<file path="src/rtl/ex_div_pkg.sv">
// ---------------------------------------------------------------------------
// ex_div_pkg
// Shared definitions for the EX-stage iterative divider.
//   DataWidth   : datapath width of the divider (32 only)
//   DataBus     : one datapath word
//   divState_e  : DIV_IDLE / DIV_BUSY / DIV_DONE state encodings
//   ZeroWord    : all-zero word
//   DivByZeroLo : quotient returned for a zero divisor
//   absVal()    : two's-complement magnitude when the operation is signed
// ---------------------------------------------------------------------------
package ex_div_pkg;

   localparam int DataWidth = 32;

   typedef logic [DataWidth-1:0] DataBus;

   typedef enum logic [1:0] {
      DIV_IDLE = 2'd0,
      DIV_BUSY = 2'd1,
      DIV_DONE = 2'd2
   } divState_e;

   localparam DataBus ZeroWord    = 32'h0000_0000;
   localparam DataBus DivByZeroLo = 32'hFFFF_FFFF;

   // Magnitude of an operand. For a signed operation a negative value is
   // negated. 0x8000_0000 maps onto itself, which is exactly the unsigned
   // magnitude 2^31 the restoring datapath needs.
   function automatic DataBus absVal(input DataBus value, input logic signedOp);
      if (signedOp && value[DataWidth-1]) begin
         return ZeroWord - value;
      end
      return value;
   endfunction

endpackage

</file>
<file path="src/rtl/ex_div_step.sv">
// ---------------------------------------------------------------------------
// div_step
// One combinational restoring-division step.
//   rem_i     : partial remainder before the step (always < divisor_i)
//   quo_i     : remaining dividend bits / quotient bits collected so far
//   divisor_i : divisor magnitude
//   rem_o     : partial remainder after the step
//   quo_o     : quo_i shifted left with the new quotient bit in the LSB
// ---------------------------------------------------------------------------
module div_step #(
   parameter int WIDTH = 32
) (
   input  logic [WIDTH-1:0] rem_i,
   input  logic [WIDTH-1:0] quo_i,
   input  logic [WIDTH-1:0] divisor_i,
   output logic [WIDTH-1:0] rem_o,
   output logic [WIDTH-1:0] quo_o
);

   logic [WIDTH:0]   remShift;
   logic [WIDTH+1:0] trial;
   logic             fits;

   // Shift {rem,quo} left by one, then try to subtract the divisor. The
   // shifted remainder needs WIDTH+1 bits; one more bit holds the borrow so
   // the sign of the trial difference is unambiguous.
   always_comb begin
      remShift = {rem_i, quo_i[WIDTH-1]};
      trial    = {1'b0, remShift} - {2'b00, divisor_i};
      fits     = ~trial[WIDTH+1];
      rem_o    = fits ? trial[WIDTH-1:0] : remShift[WIDTH-1:0];
      quo_o    = {quo_i[WIDTH-2:0], fits};
   end

endmodule

</file>
<file path="src/rtl/ex_div.sv">
// ---------------------------------------------------------------------------
// ex_div
// Iterative 32-bit MIPS DIV/DIVU unit in the EX stage. One restoring step per
// clock, 32 steps per division; the pipeline is stalled while busy.
//   clk        : system clock
//   rst        : synchronous active-high reset
//   flush      : pipeline flush, aborts any division
//   hold       : downstream stall, keeps a finished result in DONE
//   div_start  : EX holds a DIV/DIVU (level)
//   div_signed : 1 = DIV, 0 = DIVU
//   dividend   : ex_opr1
//   divisor    : ex_opr2
//   div_hi     : remainder (registered)
//   div_lo     : quotient (registered)
//   div_ready  : result valid (registered, DONE only)
//   stallreq   : stall request to the pipeline controller (combinational)
// ---------------------------------------------------------------------------
module ex_div
   import ex_div_pkg::*;
#(
   parameter int WIDTH = 32,
   parameter int CNT_W = 5
) (
   input  logic             clk,
   input  logic             rst,
   input  logic             flush,
   input  logic             hold,
   input  logic             div_start,
   input  logic             div_signed,
   input  logic [WIDTH-1:0] dividend,
   input  logic [WIDTH-1:0] divisor,
   output logic [WIDTH-1:0] div_hi,
   output logic [WIDTH-1:0] div_lo,
   output logic             div_ready,
   output logic             stallreq
);

   divState_e        state_q, state_d;
   logic [CNT_W-1:0] cnt_q, cnt_d;
   DataBus           rem_q, rem_d;
   DataBus           quo_q, quo_d;
   DataBus           absDivisor_q, absDivisor_d;
   logic             dividendNeg_q, dividendNeg_d;
   logic             divisorNeg_q, divisorNeg_d;
   logic             signed_q, signed_d;
   DataBus           hi_q, hi_d;
   DataBus           lo_q, lo_d;
   logic             ready_q, ready_d;

   DataBus           stepRem;
   DataBus           stepQuo;

   div_step #(
      .WIDTH(WIDTH)
   ) u_step (
      .rem_i    (rem_q),
      .quo_i    (quo_q),
      .divisor_i(absDivisor_q),
      .rem_o    (stepRem),
      .quo_o    (stepQuo)
   );

   // Next-state logic. Flush beats everything except reset and leaves the
   // previous result visible on div_hi/div_lo. DONE always drops back to IDLE
   // before a new division can be accepted, so a back-to-back DIV starts one
   // cycle after the previous result was consumed.
   always_comb begin
      state_d       = state_q;
      cnt_d         = cnt_q;
      rem_d         = rem_q;
      quo_d         = quo_q;
      absDivisor_d  = absDivisor_q;
      dividendNeg_d = dividendNeg_q;
      divisorNeg_d  = divisorNeg_q;
      signed_d      = signed_q;
      hi_d          = hi_q;
      lo_d          = lo_q;
      ready_d       = ready_q;

      if (flush) begin
         state_d = DIV_IDLE;
         ready_d = 1'b0;
      end else begin
         case (state_q)
            DIV_IDLE: begin
               if (div_start) begin
                  if (divisor == ZeroWord) begin
                     state_d = DIV_DONE;
                     lo_d    = DivByZeroLo;
                     hi_d    = dividend;
                     ready_d = 1'b1;
                  end else begin
                     state_d       = DIV_BUSY;
                     quo_d         = absVal(dividend, div_signed);
                     absDivisor_d  = absVal(divisor, div_signed);
                     rem_d         = ZeroWord;
                     cnt_d         = '0;
                     dividendNeg_d = dividend[WIDTH-1];
                     divisorNeg_d  = divisor[WIDTH-1];
                     signed_d      = div_signed;
                  end
               end
            end

            DIV_BUSY: begin
               rem_d = stepRem;
               quo_d = stepQuo;
               cnt_d = cnt_q + 1'b1;
               // The last step's results go straight through the sign
               // fix-up into the output registers.
               if (cnt_q == {CNT_W{1'b1}}) begin
                  state_d = DIV_DONE;
                  ready_d = 1'b1;
                  lo_d    = (signed_q && (dividendNeg_q ^ divisorNeg_q))
                            ? (ZeroWord - stepQuo) : stepQuo;
                  hi_d    = (signed_q && dividendNeg_q)
                            ? (ZeroWord - stepRem) : stepRem;
               end
            end

            DIV_DONE: begin
               if (!hold) begin
                  state_d = DIV_IDLE;
                  ready_d = 1'b0;
               end
            end

            default: begin
               state_d = DIV_IDLE;
               ready_d = 1'b0;
            end
         endcase
      end
   end

   // State and datapath registers with synchronous reset.
   always_ff @(posedge clk) begin
      if (rst) begin
         state_q       <= DIV_IDLE;
         cnt_q         <= '0;
         rem_q         <= ZeroWord;
         quo_q         <= ZeroWord;
         absDivisor_q  <= ZeroWord;
         dividendNeg_q <= 1'b0;
         divisorNeg_q  <= 1'b0;
         signed_q      <= 1'b0;
         hi_q          <= ZeroWord;
         lo_q          <= ZeroWord;
         ready_q       <= 1'b0;
      end else begin
         state_q       <= state_d;
         cnt_q         <= cnt_d;
         rem_q         <= rem_d;
         quo_q         <= quo_d;
         absDivisor_q  <= absDivisor_d;
         dividendNeg_q <= dividendNeg_d;
         divisorNeg_q  <= divisorNeg_d;
         signed_q      <= signed_d;
         hi_q          <= hi_d;
         lo_q          <= lo_d;
         ready_q       <= ready_d;
      end
   end

   // Stall while a DIV sits in EX without a result, unless it is being
   // flushed away this cycle.
   always_comb begin
      div_hi    = hi_q;
      div_lo    = lo_q;
      div_ready = ready_q;
      stallreq  = div_start & ~ready_q & ~flush;
   end

endmodule

</file>
<file path="config.mk">
export PLATFORM = sky130hd
export DESIGN_NAME = ex_div
export DESIGN_NICKNAME = d
export VERILOG_FILES = /design/src/rtl/ex_div_pkg.sv /design/src/rtl/ex_div_step.sv /design/src/rtl/ex_div.sv
export SDC_FILE = /design/constraint.sdc
export NUM_CORES = 1
export LEC_CHECK = 0
export BUFFER_PORTS_ARGS = -buffer_cell sky130_fd_sc_hd__buf_4
export CORE_ASPECT_RATIO = 0.6
export CORE_MARGIN = 5
export CORE_UTILIZATION = 65
export DETAILED_ROUTE_END_ITERATION = 8
export PLACE_DENSITY_LB_ADDON = 0.12
export SKIP_CTS_REPAIR_TIMING = 1
export SLEW_MARGIN = 10
export SYNTH_ARGS = -nofsm -noshare
export SYNTH_HDL_FRONTEND = slang
export SYNTH_SLANG_ARGS = --single-unit
</file>
<file path="constraint.sdc">
create_clock -name clk -period 11.8 [get_ports clk]
set_input_delay 1.18 -clock clk [delete_from_list [all_inputs] [get_ports clk]]
set_output_delay 1.18 -clock clk [all_outputs]
set_load 0.01 [all_outputs]
</file>
### Word-level counts from Yosys, hierarchy flattened

Index checks and enable logic that the tools add are counted.
W data, S select, Z words.

| storage, ports and cells | value |
|---|---|
| register bits after elaboration | 171 |
| bits in latches | 0 |
| memory bits (writable) | 0 |
| memory bits (read-only) | 0 |
| input port bits | 70 |
| output and inout bits | 66 |
| logic and storage cells | 89 |
| memories kept | 0 |

| operators by class | value |
|---|---|
| add/sub/neg operators | 6 |
| multipliers | 0 |
| div/mod/pow operators | 0 |
| $lt $le $gt $ge | 0 |
| equal/unequal tests | 8 |
| shifts and indexed selects | 0 |
| mux-type cells | 44 |
| bitwise logic cells | 7 |
| reduce and logical (&&, ||, !) cells | 13 |

Operators with widths:

| kind | count |
|---|---|
| $mux W32 | 17 |
| $pmux W32 S2 | 4 |
| $sub A1 B32 Y32 const A | 4 |
| $sub A33 B32 Y34 | 1 |
| $logic_not A32 Y1 | 1 |
| $mux W1 | 14 |
| $reduce_and A4 Y1 | 3 |
| $mux W5 | 2 |
| $ne A2 B2 Y1 const B | 5 |
| $pmux W5 S2 | 1 |
| $mux W2 | 4 |
| $pmux W2 S3 | 1 |
| $add A5 B1 Y5 const B | 1 |
| $eq A5 B5 Y1 const B | 1 |
| $reduce_and A5 Y1 | 1 |
| $logic_and A1 B1 Y1 | 4 |
| $not A1 Y1 | 4 |
| $pmux W1 S3 | 1 |
| $reduce_and A3 Y1 | 1 |
| $and A1 B1 Y1 | 2 |
| $eq A2 B1 Y1 const B | 1 |
| $eq A2 B2 Y1 const B | 1 |
| $logic_not A2 Y1 | 1 |
| $reduce_bool A2 Y1 | 1 |
| other kinds (2) | 2 |

### Longest topological paths before layout

| depth | value |
|---|---|
| depth after elaboration | 10 |
| gate-level depth with buffers | 24 |

### Cells and area by module

Synthesis repeated with hierarchy kept, for this count alone.

| second synthesis, totals | value |
|---|---|
| cell total of the unflattened synthesis | 1635 |
| area, all modules | 12104.1 um2 |

Modules (own cells, without submodules):

| module | times used | cells each | area each (um2) | sequential area each (um2) |
|---|---|---|---|---|
| ex_div | 1 | 1231 | 9490.4 | 3423.3 |
| div_step | 1 | 404 | 2613.8 | 0.0 |

### Worst setup path before layout

OpenSTA, ideal clock, no wires.

| timing | value |
|---|---|
| path kind | register -> register |
| from | register rem_q[5] |
| to | register hi_q[24] (netlist: div_hi[24]) |
| setup time | 0.117 ns |
| arrival time | 4.556 ns |
| data required time | 11.683 ns |
| setup slack | 7.127 ns |
| cell stages (with the launch flop) | 23 |
| path buffers | 3 |
| period minus slack after synthesis | 4.673 ns |
| path through | dfxtp_1 > ha_1 > a21oi_1 > o21ai_0 > and3_1 > o31ai_2 > nand2_4 > inv_4 > buf_2 > buf_2 > buf_1 > nor2_1 > a21oi_1 > ha_1 > nor4b_1 > nand2_1 > nor3_1 > a41o_1 > nand4_1 > nor2_1 > a21oi_1 > mux2i_1 > a32o_1 |

| between the ends | value |
|---|---|
| word-level cells in the longest chain between the ends | 6 |

Ends and longest elaborated chain:

| item | RTL line | text |
|---|---|---|
| start: declaration | ex_div.sv:40 | `DataBus rem_q, rem_d;` |
| start signal: assignment | ex_div.sv:141 | `rem_q <= ZeroWord;` |
| start signal: assignment | ex_div.sv:153 | `rem_q <= rem_d;` |
| $sub A33 B32 Y34 | ex_div_step.sv:29 | `trial = {1'b0, remShift} - {2'b00, divisor_i};` |
| $mux W32 (*) | ex_div_step.sv:31 | `rem_o = fits ? trial[WIDTH-1:0] : remShift[WIDTH-1:0];` |
| $sub A1 B32 Y32 | ex_div.sv:117 | `? (ZeroWord - stepRem) : stepRem;` |
| $mux W32 (*) | ex_div.sv:117 |  |
| $mux W32 (*) | ex_div.sv:111 | `if (cnt_q == {CNT_W{1'b1}}) begin` |
| $pmux W32 S2 (*) | ex_div.sv:84 | `case (state_q)` |
| end signal: assignment | ex_div.sv:147 | `hi_q <= ZeroWord;` |
| end signal: assignment | ex_div.sv:159 | `hi_q <= hi_d;` |
| end: declaration | ex_div.sv:46 | `DataBus hi_q, hi_d;` |

Every way passes the cells marked *; elsewhere a longest branch is shown, timed or not. The select of a mux whose other input is x is not followed.
A chain may end at the register's enable or synchronous reset.

### Worst setup path after layout

| timing | value |
|---|---|
| from | register absDivisor_q[8] |
| to | register hi_q[24] (netlist: div_hi[24]) |

| between the ends | value |
|---|---|
| word-level cells in the longest chain between the ends | 6 |

Ends and longest elaborated chain:

| item | RTL line | text |
|---|---|---|
| start: declaration | ex_div.sv:42 | `DataBus absDivisor_q, absDivisor_d;` |
| start signal: assignment | ex_div.sv:143 | `absDivisor_q <= ZeroWord;` |
| start signal: assignment | ex_div.sv:155 | `absDivisor_q <= absDivisor_d;` |
| $sub A33 B32 Y34 (*) | ex_div_step.sv:29 |  |
| $mux W32 (*) | ex_div_step.sv:31 |  |
| $sub A1 B32 Y32 | ex_div.sv:117 |  |
| $mux W32 (*) | ex_div.sv:117 |  |
| $mux W32 (*) | ex_div.sv:111 |  |
| $pmux W32 S2 (*) | ex_div.sv:84 |  |

Marks and branches as above.

==> results summary <==
The static leakage is 5.30 nW. The DRC violation total after the first TritonRoute iteration came out at 1,791. The area growth from synthesis to layout is 13.4%. The count of pins over their slew limit is 0. Buffers placed on the I/O ports in this run total 135.

The setup-violating endpoint count in the final report came out at 0. The worst setup path is launched from a flop. The final-layout setup total negative slack came out at 0 ns.

The routed via count is 12,900. The most common library cell in the layout ignoring fill and taps is sky130_fd_sc_hd__nor2_1. Counting flops with a built-in enable in the synthesized netlist gives 0.

Counting every instance in the synthesized netlist gives 1,623. The initial antenna violation count is 0. The run finished with clean final reports. The global-route met1 utilization is 56.6%. The overall fraction of global-route tracks in use is 38.0%. The internal power component came out at 1.05 mW. The sequential cell fraction of total power is 39.4%. The fraction of final layout cells sized beyond drive strength 1 came out at 12.3%.

Setup repair after global routing left no endpoint under its margin. The longest individual stage delay on the worst path is 0.53 ns. Sequential cells were found to cover 28.7% of the synthesized design area. The tightest slew margin relative to the limit is 15.0%. The maximum resistive drop on vdd is 0.000107 V. Net switching is 33.2% of the power. The met2 capacity usage during global routing came out at 51.4%. For the pin with the worst max-slew slack, the measured transition is 1.27 ns. The number of global-route vias before repair came to 11,700. The post-place instance area is 0.0129 mm2.

The completed layout was analyzed and its total power is 1.57 mW. The distinct cell type count after synthesis is 84. The number of max-cap violations came out at 0.

When the netlist entered floorplanning its net count stood at 1,732. Global routing used 13.8% of the available met3 tracks. The per-cell routed wire length came out at 21.1 um. The number of clock buffers added by TritonCTS is 17.

The routed design could run at a clock period as short as 5.76 ns. The horizontal die dimension came out at 185 um. The critical path is of the flop to flop type.

The number of nets in the layout came out at 1,793. In the layout the commonest cells are 274 x sky130_fd_sc_hd__nor2_1, 171 x sky130_fd_sc_hd__dfxtp_1, 149 x sky130_fd_sc_hd__a21oi_1, 148 x sky130_fd_sc_hd__nand2_1, 145 x sky130_fd_sc_hd__buf_4. The boundary pin count came out at 136.

The initial core utilization came out at 66.1%. The share of total power dissipated in combinational logic is 23.0%. Yosys attributes the largest share of cell area to sky130_fd_sc_hd__dfxtp_1 29%, sky130_fd_sc_hd__nor2_1 8.6%, sky130_fd_sc_hd__a21oi_1 6.2%. In the synthesized netlist the dominant register cell turns out to be sky130_fd_sc_hd__dfxtp_1. Including well taps, the total number of placed cells is 1,905. The synthesized design spends more area on one cell type than any other, namely sky130_fd_sc_hd__dfxtp_1. The post-detailed-route via-to-cell ratio is 6.65. The worst min-delay path category is flop to flop. Clock tree synthesis selected as its root buffer the cell sky130_fd_sc_hd__clkbuf_16.

The count of unresolved DRC violations after routing is 0. Across all hold checks on the routed design, the worst slack comes to 0.473 ns. The share of synthesized registers carrying an async set or reset came out at 0%. STA classifies the critical path endpoint as a flop. On the final layout, the worst clock skew is 0.0103 ns.

After detailed routing, the total wire length is 40,800 um. The number of warning messages in the yosys log came out at 0. The global-route congestion overflow total is 0. The die covers 0.0213 mm2. In this run, the clock network consumes 37.6% of the power. Grouping stages by cell kind, the critical path spends the most delay in simple AND/OR/NAND/NOR gates. Counting every sink on the clock net gives 171. The net switching power is 0.520 mW.

The synthesis-stage register bit count is 171. At the worst endpoint, the arrival time is 6.11 ns. The first-pass iteration count of the detailed router is 6.

0 antenna diodes ended up in the layout. The summed instance area of the synthesized netlist came out at 0.0119 mm2. The final RePlAce weighted congestion came out at 0.995.

The insertion delay of the later-clocked pin in the worst-skew pair is 0.45 ns. The post-DP HPWL came out at 30,200 um. Among the stages of the critical path, the cell type that occurs most often is sky130_fd_sc_hd__a21oi_1.

After routing the design area is 0.0135 mm2. The total buffers and inverters traversed by the critical path is 2. The area of the core is 0.0181 mm2.

The vertical extent of the die came out at 115 um. The data required time at the worst endpoint came out at 12.15 ns. The number of core rows is 38.

The maximum buffer depth of the clock tree came out at 2. The maximum number of pins on one net before global-route repair is 95. TritonCTS built the clock tree. The power per unit of standard cell area came out at 116 mW/mm2. Among all stages on the critical path, the largest delay is contributed by sky130_fd_sc_hd__inv_4.

The signal on the critical path passes through inv_1, ha_1, a21oi_1, o21ai_0, and3_1, o31ai_2, nand2_4, inv_4, nor2_1, a21oi_1, ha_1, nor4b_1, nand2_1, nor3_1, a41o_1, nand4_1, nor2_1, a21oi_1, mux2i_1, a32o_1. The area fraction of the dominant cell type after synthesis came out at 28.7%. The ratio of final minimum period to clock period came out at 48.8%. The global-route wire length before repair came out at 64,000 um. The number of hold-slack violations in the final timing report came to 0.

The deepest level of the CTS H-tree came out at 4. In this run the most used layer during global routing was met1. The remaining antenna violation count came out at 0.

After clock tree synthesis, the clock-pin slew on the worst setup and hold paths is 0.07 ns. The filler-free cell count of the finished design came out at 1,937. The upper clock frequency limit is 174 MHz. The mean post-synth cell area is 7.36 um2. The critical-path maximum fanout came out at 54.
[routing by layer]
| layer | wire length, um | vias up | share of wire [%] |
|---|---|---|---|
| li1 | - | 5961 | - |
| met3 | 6180 | 69 | 15 |
| met2 | 16100 | 806 | 39 |
| met4 | 595 | 2 | 1.5 |
| met5 | 131 | - | 0.32 |
| met1 | 17900 | 6048 | 44 |
[cell type report]
| class | instances | area [um2] |
|---|---|---|
| clock buffers | 20 | 457 |
| clock inverters | 12 | 139 |
| fillers | 1447 | 4530 |
| inverters | 61 | 231 |
| multi-input cells | 1288 | 7900 |
| flip-flops and latches | 171 | 3420 |
| well taps | 240 | 300 |
| repair buffers | 145 | 1090 |
[cells by family after synthesis]
| group | Yosys count | share of synthesized area, % |
|---|---|---|
| mux | 19 | 1.62 |
| flops | 171 | 28.7 |
| buf+inv | 164 | 5.43 |
| compound gates | 485 | 27.0 |
| xor+xnor | 128 | 9.39 |
| simple gates | 617 | 23.7 |
| fa+ha+maj | 39 | 4.15 |
[power by group through the flow]
stage / Sequential, mW / Combinational [mW] / Clock, mW
2_1_floorplan: 0.626 / 0.234 / 0
3_3_place_gp: 0.629 / 0.336 / 0
3_5_place_dp: 0.630 / 0.342 / 0
4_1_cts: 0.617 / 0.346 / 0.582
5_1_grt: 0.620 / 0.389 / 0.611
6_report: 0.618 / 0.361 / 0.589
[worst min-delay path: cells and delay by family, from the launching register on]
family	cells	cell delay, ns
compound gates	1	0.05
flops	1	0.32
simple gates	1	0.06
[flip-flops by register name, summed over array words and instances, names as in the netlist]
register and cells:
divisorNeg_q 1, signed_q 1, rem_q 32, absDivisor_q 32, div_hi 32, state_q 2
div_ready 1, quo_q 32, cnt_q 5, div_lo 32, dividendNeg_q 1
[worst paths after layout]
path | startpoint | end | slack, ns | depth (start not counted)
hold reg to reg | absDivisor_q[31] | absDivisor_q[31] | 0.47 | 2
setup reg to reg | absDivisor_q[8] | div_hi[24] | 6.04 | 20
setup / recovery | absDivisor_q[8] | div_hi[24] | 6.04 | 20
hold / removal | absDivisor_q[31] | absDivisor_q[31] | 0.47 | 2
[stage by stage]
step | setup slack (ns) | util (%)
2_1_floorplan | 7.13 | -
3_3_place_gp | 6.68 | 71.7
3_5_place_dp | 6.30 | 71.7
4_1_cts | 6.29 | 75.0
5_1_grt | 5.61 | 75.0
6_report | 6.04 | 75.0
[Yosys cell counts, types with 25 or more instances]
cell	instances
sky130_fd_sc_hd__a211oi_1	78
sky130_fd_sc_hd__a21oi_1	149
sky130_fd_sc_hd__a311oi_1	27
sky130_fd_sc_hd__clkbuf_1	86
sky130_fd_sc_hd__dfxtp_1	171
sky130_fd_sc_hd__ha_1	38
sky130_fd_sc_hd__inv_1	60
sky130_fd_sc_hd__nand2_1	148
sky130_fd_sc_hd__nand3_1	25
sky130_fd_sc_hd__nor2_1	275
sky130_fd_sc_hd__nor3_1	38
sky130_fd_sc_hd__o21ai_0	65
sky130_fd_sc_hd__xnor2_1	77
sky130_fd_sc_hd__xor2_1	51
Power figures use the tool's default switching activity.
